### config.mk
export PLATFORM = sky130hd
export DESIGN_NAME = imem_loader_flat
export DESIGN_NICKNAME = d
export VERILOG_FILES = /design/src/rtl/imem_loader_pkg.sv /design/src/rtl/imem_loader_if.sv /design/src/rtl/loader_word_packer.sv /design/src/rtl/imem_loader.sv /design/src/flat_wrapper.sv
export SDC_FILE = /design/constraint.sdc
export NUM_CORES = 1
export LEC_CHECK = 0
export ABC_AREA = 1
export CAP_MARGIN = 20
export CORE_ASPECT_RATIO = 1.1
export CORE_UTILIZATION = 48
export CTS_BUF_LIST = sky130_fd_sc_hd__clkbuf_8
export CTS_CLUSTER_SIZE = 28
export DETAILED_ROUTE_END_ITERATION = 10
export PLACE_DENSITY = 0.69
export SLEW_MARGIN = 20
export SYNTH_ARGS = -nofsm -noshare
export SYNTH_HDL_FRONTEND = slang
export SYNTH_HIERARCHICAL = 1
export SYNTH_SLANG_ARGS = --single-unit
### constraint.sdc
create_clock -name clk -period 3.9 [get_ports clk]
set_input_delay 0.78 -clock clk [delete_from_list [all_inputs] [get_ports clk]]
set_output_delay 0.78 -clock clk [all_outputs]
set_load 0.005 [all_outputs]
### src/rtl/imem_loader_pkg.sv
// Shared types and constants for the boot-time instruction-memory loader.
package imem_loader_pkg;

  localparam logic [7:0] SYNC_BYTE = 8'hA5;
  localparam int         CNT_W     = 16;

  typedef enum logic [2:0] {
    ST_IDLE,
    ST_CNT_LO,
    ST_CNT_HI,
    ST_DATA,
    ST_CSUM,
    ST_DONE,
    ST_ERR
  } state_t;

endpackage

### src/rtl/imem_loader_if.sv
// Byte-stream input and instruction-memory write bus of the loader.
// rx handshake: a byte transfers on the rising edge where rx_valid && rx_ready are
// both high; rx_data must be stable while rx_valid is high, at most one byte per cycle.
interface imem_loader_if #(
  parameter int ADDR_W = 8
);

  logic              rx_valid;
  logic [7:0]        rx_data;
  logic              rx_ready;
  logic              imem_we;
  logic [ADDR_W-1:0] imem_waddr;
  logic [31:0]       imem_wdata;

  // master: stream source and memory; slave: the loader
  modport master (
    output rx_valid, rx_data,
    input  rx_ready, imem_we, imem_waddr, imem_wdata
  );

  modport slave (
    input  rx_valid, rx_data,
    output rx_ready, imem_we, imem_waddr, imem_wdata
  );

endinterface

### src/rtl/loader_word_packer.sv
// Packs accepted data bytes little-endian into 32-bit words and pulses word_we
// for one cycle after the fourth byte; word holds until the next completed word.
module loader_word_packer (
  input  logic        clk,
  input  logic        rst,
  input  logic        clr,
  input  logic        byte_en,
  input  logic [7:0]  byte_in,
  output logic        last_lane,
  output logic        word_we,
  output logic [31:0] word
);

  logic [1:0]  lane;
  logic [23:0] sr;

  assign last_lane = (lane == 2'd3);

  always_ff @(posedge clk or negedge rst) begin
    if (!rst) begin
      lane    <= 2'd0;
      sr      <= 24'd0;
      word_we <= 1'b0;
      word    <= 32'd0;
    end else begin
      word_we <= 1'b0;
      if (clr) begin
        lane <= 2'd0;
      end else if (byte_en) begin
        lane <= lane + 2'd1;
        // Newest byte enters at the top so byte 0 ends up in word[7:0]
        if (last_lane) begin
          word    <= {byte_in, sr};
          word_we <= 1'b1;
        end else begin
          sr <= {byte_in, sr[23:8]};
        end
      end
    end
  end

endmodule

### src/rtl/imem_loader.sv
// Frame parser, checksum and sequential instruction-memory writer; holds the
// core in reset until a checksum-valid image has been fully written.
module imem_loader
  import imem_loader_pkg::*;
#(
  parameter int ADDR_W = 8
) (
  input  logic          clk,
  input  logic          rst,
  imem_loader_if.slave  bus,
  output logic          core_rst,
  output logic          done,
  output logic          err,
  output state_t        dbg_state
);

  // Largest legal word count is a completely full memory
  localparam logic [CNT_W:0]   MAX_WORDS = {{CNT_W{1'b0}}, 1'b1} << ADDR_W;
  localparam logic [CNT_W-1:0] ONE       = {{(CNT_W-1){1'b0}}, 1'b1};

  state_t            state, state_nxt;
  logic              accept;
  logic              data_en;
  logic              restart;
  logic [7:0]        cnt_lo;
  logic [CNT_W-1:0]  cnt_full;
  logic [CNT_W-1:0]  n_words;
  logic [CNT_W-1:0]  widx;
  logic [7:0]        sum;
  logic [ADDR_W-1:0] waddr;
  logic              last_lane;
  logic              word_we;
  logic [31:0]       word;

  assign bus.rx_ready = (state != ST_DONE);
  assign accept       = bus.rx_valid && bus.rx_ready;
  assign cnt_full     = {bus.rx_data, cnt_lo};

  always_ff @(posedge clk or negedge rst) begin
    if (!rst) state <= ST_IDLE;
    else      state <= state_nxt;
  end

  always_comb begin
    state_nxt = state;
    data_en   = 1'b0;
    restart   = 1'b0;
    if (accept) begin
      case (state)
        ST_IDLE, ST_ERR: begin
          if (bus.rx_data == SYNC_BYTE) begin
            state_nxt = ST_CNT_LO;
            restart   = 1'b1;
          end
        end
        ST_CNT_LO: state_nxt = ST_CNT_HI;
        ST_CNT_HI: begin
          if ({1'b0, cnt_full} > MAX_WORDS) state_nxt = ST_ERR;
          else if (cnt_full == '0)          state_nxt = ST_CSUM;
          else                              state_nxt = ST_DATA;
        end
        ST_DATA: begin
          data_en = 1'b1;
          if (last_lane && ((widx + ONE) == n_words)) state_nxt = ST_CSUM;
        end
        ST_CSUM: state_nxt = (bus.rx_data == sum) ? ST_DONE : ST_ERR;
        default: state_nxt = state;
      endcase
    end
  end

  always_ff @(posedge clk or negedge rst) begin
    if (!rst) begin
      cnt_lo  <= 8'd0;
      n_words <= '0;
      widx    <= '0;
      sum     <= 8'd0;
      waddr   <= '0;
    end else begin
      if (restart) begin
        sum  <= 8'd0;
        widx <= '0;
      end
      if (accept && state == ST_CNT_LO) cnt_lo  <= bus.rx_data;
      if (accept && state == ST_CNT_HI) n_words <= cnt_full;
      if (data_en) begin
        sum <= sum + bus.rx_data;
        // Address is registered alongside the packer's word so both appear with imem_we
        if (last_lane) begin
          waddr <= widx[ADDR_W-1:0];
          widx  <= widx + ONE;
        end
      end
    end
  end

  loader_word_packer u_packer (
    .clk       (clk),
    .rst       (rst),
    .clr       (restart),
    .byte_en   (data_en),
    .byte_in   (bus.rx_data),
    .last_lane (last_lane),
    .word_we   (word_we),
    .word      (word)
  );

  assign bus.imem_we    = word_we;
  assign bus.imem_waddr = waddr;
  assign bus.imem_wdata = word;
  assign done           = (state == ST_DONE);
  assign err            = (state == ST_ERR);
  assign core_rst       = (state != ST_DONE);
  assign dbg_state      = state;

endmodule

### src/flat_wrapper.sv
// flat-port wrapper written by rule: the top's interface ports become plain ports
module imem_loader_flat import imem_loader_pkg::*;
#(
  parameter int ADDR_W = 8
)
  (clk, rst, core_rst, done, err, dbg_state, bus_rx_valid, bus_rx_data, bus_rx_ready, bus_imem_we, bus_imem_waddr, bus_imem_wdata);
  imem_loader_if #(.ADDR_W(ADDR_W)) bus_i ();
  input  logic clk;
  input  logic rst;
  output logic core_rst;
  output logic done;
  output logic err;
  output state_t dbg_state;
  input wire logic [$bits(bus_i.rx_valid)-1:0] bus_rx_valid;
  input wire logic [$bits(bus_i.rx_data)-1:0] bus_rx_data;
  output wire logic [$bits(bus_i.rx_ready)-1:0] bus_rx_ready;
  output wire logic [$bits(bus_i.imem_we)-1:0] bus_imem_we;
  output wire logic [$bits(bus_i.imem_waddr)-1:0] bus_imem_waddr;
  output wire logic [$bits(bus_i.imem_wdata)-1:0] bus_imem_wdata;
  assign bus_i.rx_valid = bus_rx_valid;
  assign bus_i.rx_data = bus_rx_data;
  assign bus_rx_ready = bus_i.rx_ready;
  assign bus_imem_we = bus_i.imem_we;
  assign bus_imem_waddr = bus_i.imem_waddr;
  assign bus_imem_wdata = bus_i.imem_wdata;
  imem_loader #(.ADDR_W(ADDR_W)) u_core (.clk(clk), .rst(rst), .bus(bus_i), .core_rst(core_rst), .done(done), .err(err), .dbg_state(dbg_state));
endmodule
# ---- Word-level counts from Yosys, hierarchy flattened
# Index checks and enable logic that the tools add are counted.
# Widths: inputs -> output; s select.
dict set report word_totals {
  inputBits 11
  word_cells 63
  output_inout_bits 48
  ff_bits 118
}
dict set report classes {
  mux 21
  n_reduce_logical 13
  n_addsub 3
  bitwise_logic 2
  n_lt_le_gt_ge 1
  n_eq_ne 13
}
# cell count
set op_table {}
lappend op_table {{$mux 16} 3}
lappend op_table {{$add 16x1->16 const B} 1}
lappend op_table {{$eq 16x16->1} 1}
lappend op_table {{$gt 16x9->1 const B} 1}
lappend op_table {{$logic_not 16->1} 1}
lappend op_table {{$mux 8} 2}
lappend op_table {{$pmux 3 s5} 1}
lappend op_table {{$mux 3} 4}
lappend op_table {{$eq 3x3->1 const B} 3}
lappend op_table {{$add 8x8->8} 1}
lappend op_table {{$eq 8x8->1} 1}
lappend op_table {{$eq 8x8->1 const B} 1}
lappend op_table {{$mux 1} 8}
lappend op_table {{$eq 3x2->1 const B} 2}
lappend op_table {{$mux 2} 3}
lappend op_table {{$reduce_and 3->1} 2}
lappend op_table {{$reduce_bool 5->1} 1}
lappend op_table {{$logic_and 1x1->1} 4}
lappend op_table {{$ne 2x1->1 const B} 2}
lappend op_table {{$reduce_and 4->1} 1}
lappend op_table {{$eq 3x1->1 const B} 1}
lappend op_table {{$logic_not 3->1} 1}
lappend op_table {{$ne 3x3->1 const B} 1}
lappend op_table {{$add 2x1->2 const B} 1}
lappend op_table {{other kinds (5)} 6}

# ---- Depth between registers and ports, before layout
# Gate-level depths: netlist of run 1.
dict set report depth {
  depth_word 7
  ltp_mapped 17
  ltp_nobuf 17
}

# ---- By module
# Netlist of run 1, hierarchy kept.
# module area_each_um2 cells_each instances
set modules_own_cells {}
lappend modules_own_cells {imem_loader 3569.7 497 1}
lappend modules_own_cells {loader_word_packer 2437.3 261 1}

# ---- Worst setup path after synthesis of run 1
# OpenSTA, ideal clock, no wires.
dict set report synth_timing {
  path_kind {input to register}
  from {input port bus_rx_data[0]}
  to {register u_core.sum[6]}
  setup_ps 136
  slack_ps 1646
  n_path_buf 0
  t_required_ps 3764
  arrival_ps 2118
  stages 11
  cell_sequence {ha_1 fa_1 nand2_1 inv_1 o21ai_0 nand2_1 nand2_1 nand2_1 a21oi_1 xor2_1 o21ai_0}
}
dict set report synth_via {
  elab_chain_cells 5
  elab_cells_between_ends 7
  cone_classes {add/sub: 1; eq/ne: 1; mux: 4; reduce/logical: 1}
}
# element line
set synth_lines {}
lappend synth_lines {{start: declaration} flat_wrapper.sv:15} ;# input wire logic [$bits(bus_i.rx_data)-1:0] bus_rx_data;
lappend synth_lines {{$eq 8x8->1} imem_loader.sv:51} ;# if (bus.rx_data == SYNC_BYTE) begin
lappend synth_lines {{$mux 1} imem_loader.sv:51}
lappend synth_lines {{$mux 1} imem_loader.sv:49} ;# case (state)
lappend synth_lines {{$mux 1} imem_loader.sv:48} ;# if (accept) begin
lappend synth_lines {{$reduce_bool 2->1 (no line)} n/a}
lappend synth_lines {{end signal: assignment} imem_loader.sv:87} ;# sum <= sum + bus.rx_data;
lappend synth_lines {{end: declaration} imem_loader.sv:29} ;# logic [7:0] sum;
# Parallel ways exist; a longest one is shown, timed or not.
# A chain may end at the register's enable or synchronous reset.

# ---- Final worst setup path of run 1
dict set report layout_timing {
  from {input port bus_rx_data[0]}
  to {register u_core.u_packer.word[9]}
}
dict set report layout_via {
  elab_chain_cells 6
}
# element line
set layout_lines {}
lappend layout_lines {{$eq 8x8->1} imem_loader.sv:51}
lappend layout_lines {{$mux 1} imem_loader.sv:51}
lappend layout_lines {{$mux 1} imem_loader.sv:49}
lappend layout_lines {{$mux 1} imem_loader.sv:48}
lappend layout_lines {{net u_core.restart} imem_loader.sv:24} ;# logic restart;
lappend layout_lines {{$not 1->1 (no line)} n/a}
lappend layout_lines {{$reduce_and 3->1 (no line)} n/a}
lappend layout_lines {{end signal: assignment} loader_word_packer.sv:33} ;# word <= {byte_in, sr};
lappend layout_lines {{end: declaration} loader_word_packer.sv:11} ;# output logic [31:0] word
# The timed path passes the listed nets, and every way through them passes these cells.

==> results by group, run 1 <==
Timing
  • Setup ws final: 1.053 ns
  • Fmax: 351.3 MHz
  • Period minus WS final: 2.847 ns
  • Normalized max-slew margin: 45.79%
  • RSZ-0062 raised after global routing: false
  • Hold Fails Final Rpt: 0
  • Worst Skew: 0.01165 ns
  • Worst-margin pin slew: 0.8112 ns
  • Final Hold Slack: 0.4148 ns
  • Setup TNS: 0 ns
  • Slew Limit Fails: 0
  • Final number of setup-violating endpoints: 0
  • Final Cycle Share: 72.99%

Place
  • Post-Place Setup Slack: 0.6309 ns
  • GP Congestion: between 0.8 and 0.9
  • Number of I/O port buffers: between 50 and 60
  • DP HPWL: 9.759 mm

Setup path
  • WP data required: 4.27 ns
  • Critical setup path kind: in2reg
  • Most common cell on crit path: nand2_1
  • CP cell instances: clkdlybuf4s50_1 -> inv_1 -> nor2_1 -> nand2_1 -> nor4_1 -> nand3_2 -> clkinv_1 -> inv_2 -> nand3_2 -> nand2_1 -> nand2_1
  • CP Launch Type: primary input
  • CP Max Fanout: 33
  • Critical Path End Type: register
  • Slowest cell on the critical path: clkdlybuf4s50_1
  • Crit path buffers/inverters: 4
  • FF-to-FF path depth: 10
  • Kind of cell adding the most delay to the critical path: simple AND/OR/NAND/NOR gates
  • Crit path DAT: 3.21 ns
  • Crit path depth: 11
  • CP peak stage delay: 0.56 ns

Layout
  • Share of cells above drive strength 1: 8.151%
  • Area Overhead vs Synth: 17.14%
  • Inserted Diodes: 0
  • Final #Nets: 830
  • FILL cells: 1114

Route
  • DRC: 0
  • DRT Pass-1 Iters: 6
  • Routed WL per cell: 14.55 µm
  • Total routed wirelength: 14.20 mm
  • Via density: 5.482
  • Vias post-DR: 5350
  • Post-route ant nets: 0
  • Initial drt markers: 357

Pwr
  • Leak Pwr: 3.565 nW
  • Sequential share of power: 41.6%
  • Clock power frac: 21.6%
  • Internal: 3.047 mW
  • VDD IR max: 0.0003548 V
  • Pwr Density: 721.3 nW/µm²
  • Switching Share: between 30% and 40%
  • Power Total: about 5.1 mW
  • Psw: 2.029 mW
  • Comb pwr share: approximately 37%

Min path
  • Worst hold path type: in2async

Synthesis
  • Register bit total from synthesis: around 120
  • Post-synth EDFFs: 0
  • Most instantiated cells after synthesis: nand2_1 (254), dfrtp_1 (118), nand3_1 (89)
  • Syn_area_per_cell: 7.925 µm²
  • Synth area leaders: dfrtp_1 (49%), nand2_1 (16%), nand3_1 (7.4%)
  • Post-synthesis cell count: 758
  • Post-synth net total: 779
  • Seq/Total Area, Yosys: 49.16%
  • Main synth FF type: dfrtp_1
  • Post-synthesis cell area: about 6000 µm²
  • Most frequent cell after synthesis: nand2_1
  • Area leader, netlist: dfrtp_1
  • Ys async rst share: 100.0%
  • Share of the synthesized area in the top cell type: 49.16%
  • Synth Warn #: 6
  • Synth cell types: 32

Global route
  • First-pass GRT wire length: ~24 mm
  • Tot GR Track Use: 23.72%
  • Vias in the first global route: 4979
  • Overflow after GRT: 0
  • Largest net degree at the start of global routing: between 60 and 70
  • Initial antenna violation count: 0

Floorplan
  • CORE AREA: 12140 µm²
  • Site row count: 42
  • Starting Density: roughly half
  • IO Pins: 59
  • Die Footprint: 12970 µm²
  • Die Ht: 119.3 µm
  • Die X: 108.7 µm

Clock tree
  • CTS tree: built
  • Clk Latency, worst-skew pair: between 0.4 and 0.5 ns
  • Cts hold-fix bufs: 0
  • Cts bufs inserted: 17
  • Post-cts resize count: 0
  • H-Tree Depth: 4
  • Post-CTS setup buffer count: 0
  • Sink Count: roughly 120
  • Root buf cell: clkbuf_8
  • CTS clk-pin slew, worst paths: 0.07 ns
  • Clock Tree Buf Depth: 2

Outcome
  • Status: complete, no violations

Flow run
  • Max-cap viol count: 0
layer usage:
metal / vias to the layer above / track usage, % / share of wire (%)
li1: 2600 / - / -
met1: 2529 / 32.44 / 45
met2: 191 / 36.39 / 47
met3: 30 / 5.255 / 5.8
met4: 0 / 9.544 / 2.2
met5: - / 0 / 0
kinds of logic after synthesis:
kind of cell,count (synthesis),synth area share [%]
buf+inv,102,7.540
compound gates,67,6.124
fa+ha+maj,10,2.208
simple gates,457,34.39
flops,118,49.16
xor+xnor,4,0.5832
placed cells by master, fill, tap and decap left out, types with 2 or more instances in the layout:
| cell | netlist | routed |
|---|---|---|
| nand3b_1 | 6 | 6 |
| nand3_2 | 2 | 2 |
| clkinvlp_4 | 0 | 3 |
| inv_6 | 0 | 3 |
| dfrtp_1 | 118 | 118 |
| nand2_2 | 6 | 6 |
| o31ai_1 | 8 | 8 |
| clkinv_4 | 0 | 3 |
| nor2_2 | 5 | 5 |
| nor2_4 | 6 | 6 |
| or2_2 | 3 | 3 |
| inv_2 | 5 | 5 |
| a21oi_1 | 9 | 9 |
| inv_1 | 63 | 64 |
| buf_4 | 10 | 7 |
| o21ai_0 | 39 | 39 |
| clkbuf_8 | 0 | 17 |
| xor2_1 | 4 | 4 |
| nand2_1 | 254 | 254 |
| ha_1 | 9 | 9 |
| clkdlybuf4s50_1 | 0 | 57 |
| o21ai_1 | 8 | 8 |
| nand3_1 | 89 | 89 |
| clkinv_2 | 0 | 3 |
| bufinv_16 | 0 | 2 |
| nand4_1 | 44 | 44 |
| nor2_1 | 38 | 38 |
final cells by class:
cell class	instances	area [µm²]	share of cell area [%]
timing repair buffer	65	643.1	9.139
multi-input combinational	538	2601	36.97
clock buffer	17	234.0	3.325
tap	154	192.7	2.738
clock inverter	15	153.9	2.187
inverter	69	259.0	3.681
sequential	118	2953	41.96
worst paths after layout:
| kind | startpoint | endpoint | slack [ns] |
|---|---|---|---|
| worst max-delay path | bus_rx_data[0] | u_core/u_packer/word[9] | 1.05 |
| worst min register to register | u_core/u_packer/word[27] | u_core/u_packer/word[27] | 0.47 |
| worst max register to register | u_core/dbg_state[1] | u_core/u_packer/word[9] | 1.34 |
| worst min-delay path | rst | u_core/bus.imem_waddr[3] | 0.41 |
| min in group clk | u_core/u_packer/word[27] | u_core/u_packer/word[27] | 0.47 |
| max in group asynchronous | rst | u_core/u_packer/sr[16] | 2.72 |
state kept, by name, indices dropped and copies added (netlist names):
signal                   flops
u_core/u_packer/word_we      1
u_core/bus.imem_waddr        8
u_core/u_packer/lane         2
u_core/cnt_lo                8
u_core/widx                 16
u_core/u_packer/word        32
u_core/u_packer/sr          24
u_core/sum                   8
u_core/n_words              16
u_core/dbg_state             3
power by group through the flow:
stage | registers (mW) | clock network [mW] | logic, mW
final | 2.11 | 1.10 | 1.87
after global routing | 2.18 | 1.17 | 2.13
after CTS | 2.10 | 1.12 | 1.86
after detailed placement | 2.12 | 0 | 1.85
after global placement | 2.10 | 0 | 1.78
after floorplan | 2.01 | 0 | 1.29
per-stage QoR:
stage / utilization (%) / instance area, µm² / instances
after global routing: 57.97 / 7037 / 976
after detailed placement: 54.77 / 6649 / 944
after global placement: 54.77 / 6649 / 944
after CTS: 57.97 / 7037 / 976
after floorplan: - / 6007 / 758
final: 57.97 / 7037 / 976
Power figures use the tool's default switching activity.
==> run 2: changes to the inputs <==
clock period = 2.84 ns   (was 3.9 ns; I/O delays follow)
==> run 2 against run 1 <==
Combinational power rose by 36%; total power rose by 39%; clock skew barely moved; non-clock buffer count rose by 13; die area did not move; final cell count rose by 1.3%; first-iteration DRC count rose by 9.8%; setup slack got worse by 0.49 ns; largest power group unchanged.
==> results by group, run 2 (same netlist as run 1, synthesis figures left out) <==
Route
  • Total routed wirelength: 14.11 mm
  • DRT Pass-1 Iters: 7
  • Vias post-DR: 5315
  • Met1 wire length: 6.490 mm
  • Top Metal Used: met4
  • Initial drt markers: about 390
  • WL met2: 6.611 mm
  • Routed WL per cell: about 14 µm
  • Met3 WL: 705 µm
  • DRC: 0
  • Via density: about 5.4
  • Post-route ant nets: 0

Pwr
  • Power Total: 7.049 mW
  • Leak Pwr: 3.658 nW
  • Pwr Density: around 1000 nW/µm²
  • VDD IR max: 0.0004581 V

Clock tree
  • Cts hold-fix bufs: 0
  • CTS tree: built
  • Cts bufs inserted: 17
  • H-Tree Depth: 4
  • Sink Count: 118
  • Clk Latency, worst-skew pair: 0.44 ns
  • Post-cts resize count: 0
  • Post-CTS setup buffer count: 0
  • CTS clk-pin slew, worst paths: 0.07 ns
  • Root buf cell: clkbuf_8
  • Clock Tree Buf Depth: 2

Floorplan
  • Starting Density: 49.48%
  • Site row count: 42
  • Die Ht: around 120 µm
  • IO Pins: between 50 and 60
  • Die X: about 110 µm
  • CORE AREA: 12140 µm²
  • Die Footprint: 12970 µm²

Layout
  • Inserted Diodes: 0
  • Most common library cell in the layout ignoring fill and taps: nand2_1
  • Regs by FF count: u_core/u_packer/word (32), u_core/u_packer/sr (24)
  • Share of cells above drive strength 1: 9.581%
  • Most frequent cells in the layout: nand2_1 (254), dfrtp_1 (118), nand3_1 (89), inv_1 (64), clkdlybuf4s50_1 (57)
  • FILL cells: 1110
  • Fin util: 59.36%
  • Max reg flops: 32
  • Final #Nets: 843
  • Top reg by flops: u_core/u_packer/word
  • Area Overhead vs Synth: 19.95%

Global route
  • Vias in the first global route: 5164
  • Largest net degree at the start of global routing: 67
  • Overflow after GRT: 0
  • First-pass GRT wire length: 24.36 mm
  • Tot GR Track Use: around a quarter
  • Initial antenna violation count: 0

Place
  • DP HPWL: 9.820 mm
  • Number of I/O port buffers: 58
  • GP Congestion: 0.8785

Timing
  • Final number of setup-violating endpoints: 0
  • Normalized max-slew margin: 45.37%
  • Worst-margin pin slew: 0.8175 ns
  • Fmax: 439.1 MHz
  • Worst Skew: 0.01190 ns
  • Hold Fails Final Rpt: 0
  • Final Cycle Share: 80.19%
  • RSZ-0062 raised after global routing: false
  • Slew Limit Fails: 0
  • Setup TNS: 0 ns
  • Period minus WS final: 2.277 ns
  • Final Hold Slack: 0.1703 ns

Setup path
  • CP Launch Type: register
  • CP cell instances: nand2_1 -> nor2_1 -> clkdlybuf4s50_1
  • Slowest cell on the critical path: clkdlybuf4s50_1
  • WP data required: 2.27 ns
  • CP Max Fanout: 6
  • Critical setup path kind: reg2out
  • Critical Path End Type: primary output
  • Crit path DAT: about 1.7 ns
  • CP peak stage delay: 0.54 ns

Flow run
  • Max-cap viol count: 0

Outcome
  • Status: complete, no violations

Min path
  • Worst hold path type: in2async
-- run 2: through the flow --
stage	instance area [µm²]	cells	setup WS, ns
3_5_place_dp	6784	957	0.1047
6_report	7206	989	0.5626
4_1_cts	7206	989	0.5152
3_3_place_gp	6784	957	0.1749
5_1_grt	7206	989	0.3829
2_1_floorplan	6007	758	0.7977
-- run 2: power breakdown --
group | internal [mW] | total (mW) | switching (mW)
Combinational | 1.10 | 2.55 | 1.46
Clock | 0.897 | 1.61 | 0.715
Sequential | 2.33 | 2.88 | 0.556
Total | 4.32 | 7.05 | 2.73
-- run 2: layout make-up --
| type | count | area, µm² | area share [%] |
|---|---|---|---|
| Sequential cell | 118 | 2953 | 40.98 |
| Multi-Input combinational cell | 538 | 2601 | 36.10 |
| Timing Repair Buffer | 78 | 778.2 | 10.80 |
| Inverter | 69 | 259.0 | 3.594 |
| Clock buffer | 18 | 247.7 | 3.438 |
| Tap cell | 154 | 192.7 | 2.674 |
| Clock inverter | 14 | 173.9 | 2.414 |
-- run 2: worst max-delay path, delay by kind of cell, from the launching register on --
kind / cells / cell delay [ns]
flip-flops: 1 / 0.44
buffers and inverters: 1 / 0.54
AND/OR/NAND/NOR: 2 / 0.29
-- run 2: routing by layer --
layer,up-vias,track usage [%]
met2,160,37.34
met1,2502,32.19
met3,26,5.473
met5,-,0
met4,0,9.037
li1,2627,-
-- run 2: final timing paths --
check | from | to | slack, ns | depth (start not counted)
min in group clk | u_core/bus.imem_waddr[1] | u_core/bus.imem_waddr[1] | 0.47 | 2
min reg2reg | u_core/bus.imem_waddr[1] | u_core/bus.imem_waddr[1] | 0.47 | 2
max | u_core/dbg_state[2] | done | 0.56 | 3
max reg2reg | u_core/widx[0] | u_core/dbg_state[1] | 0.61 | 14
min | rst | u_core/bus.imem_waddr[2] | 0.17 | 1
max in group asynchronous | rst | u_core/sum[3] | 2.00 | 2
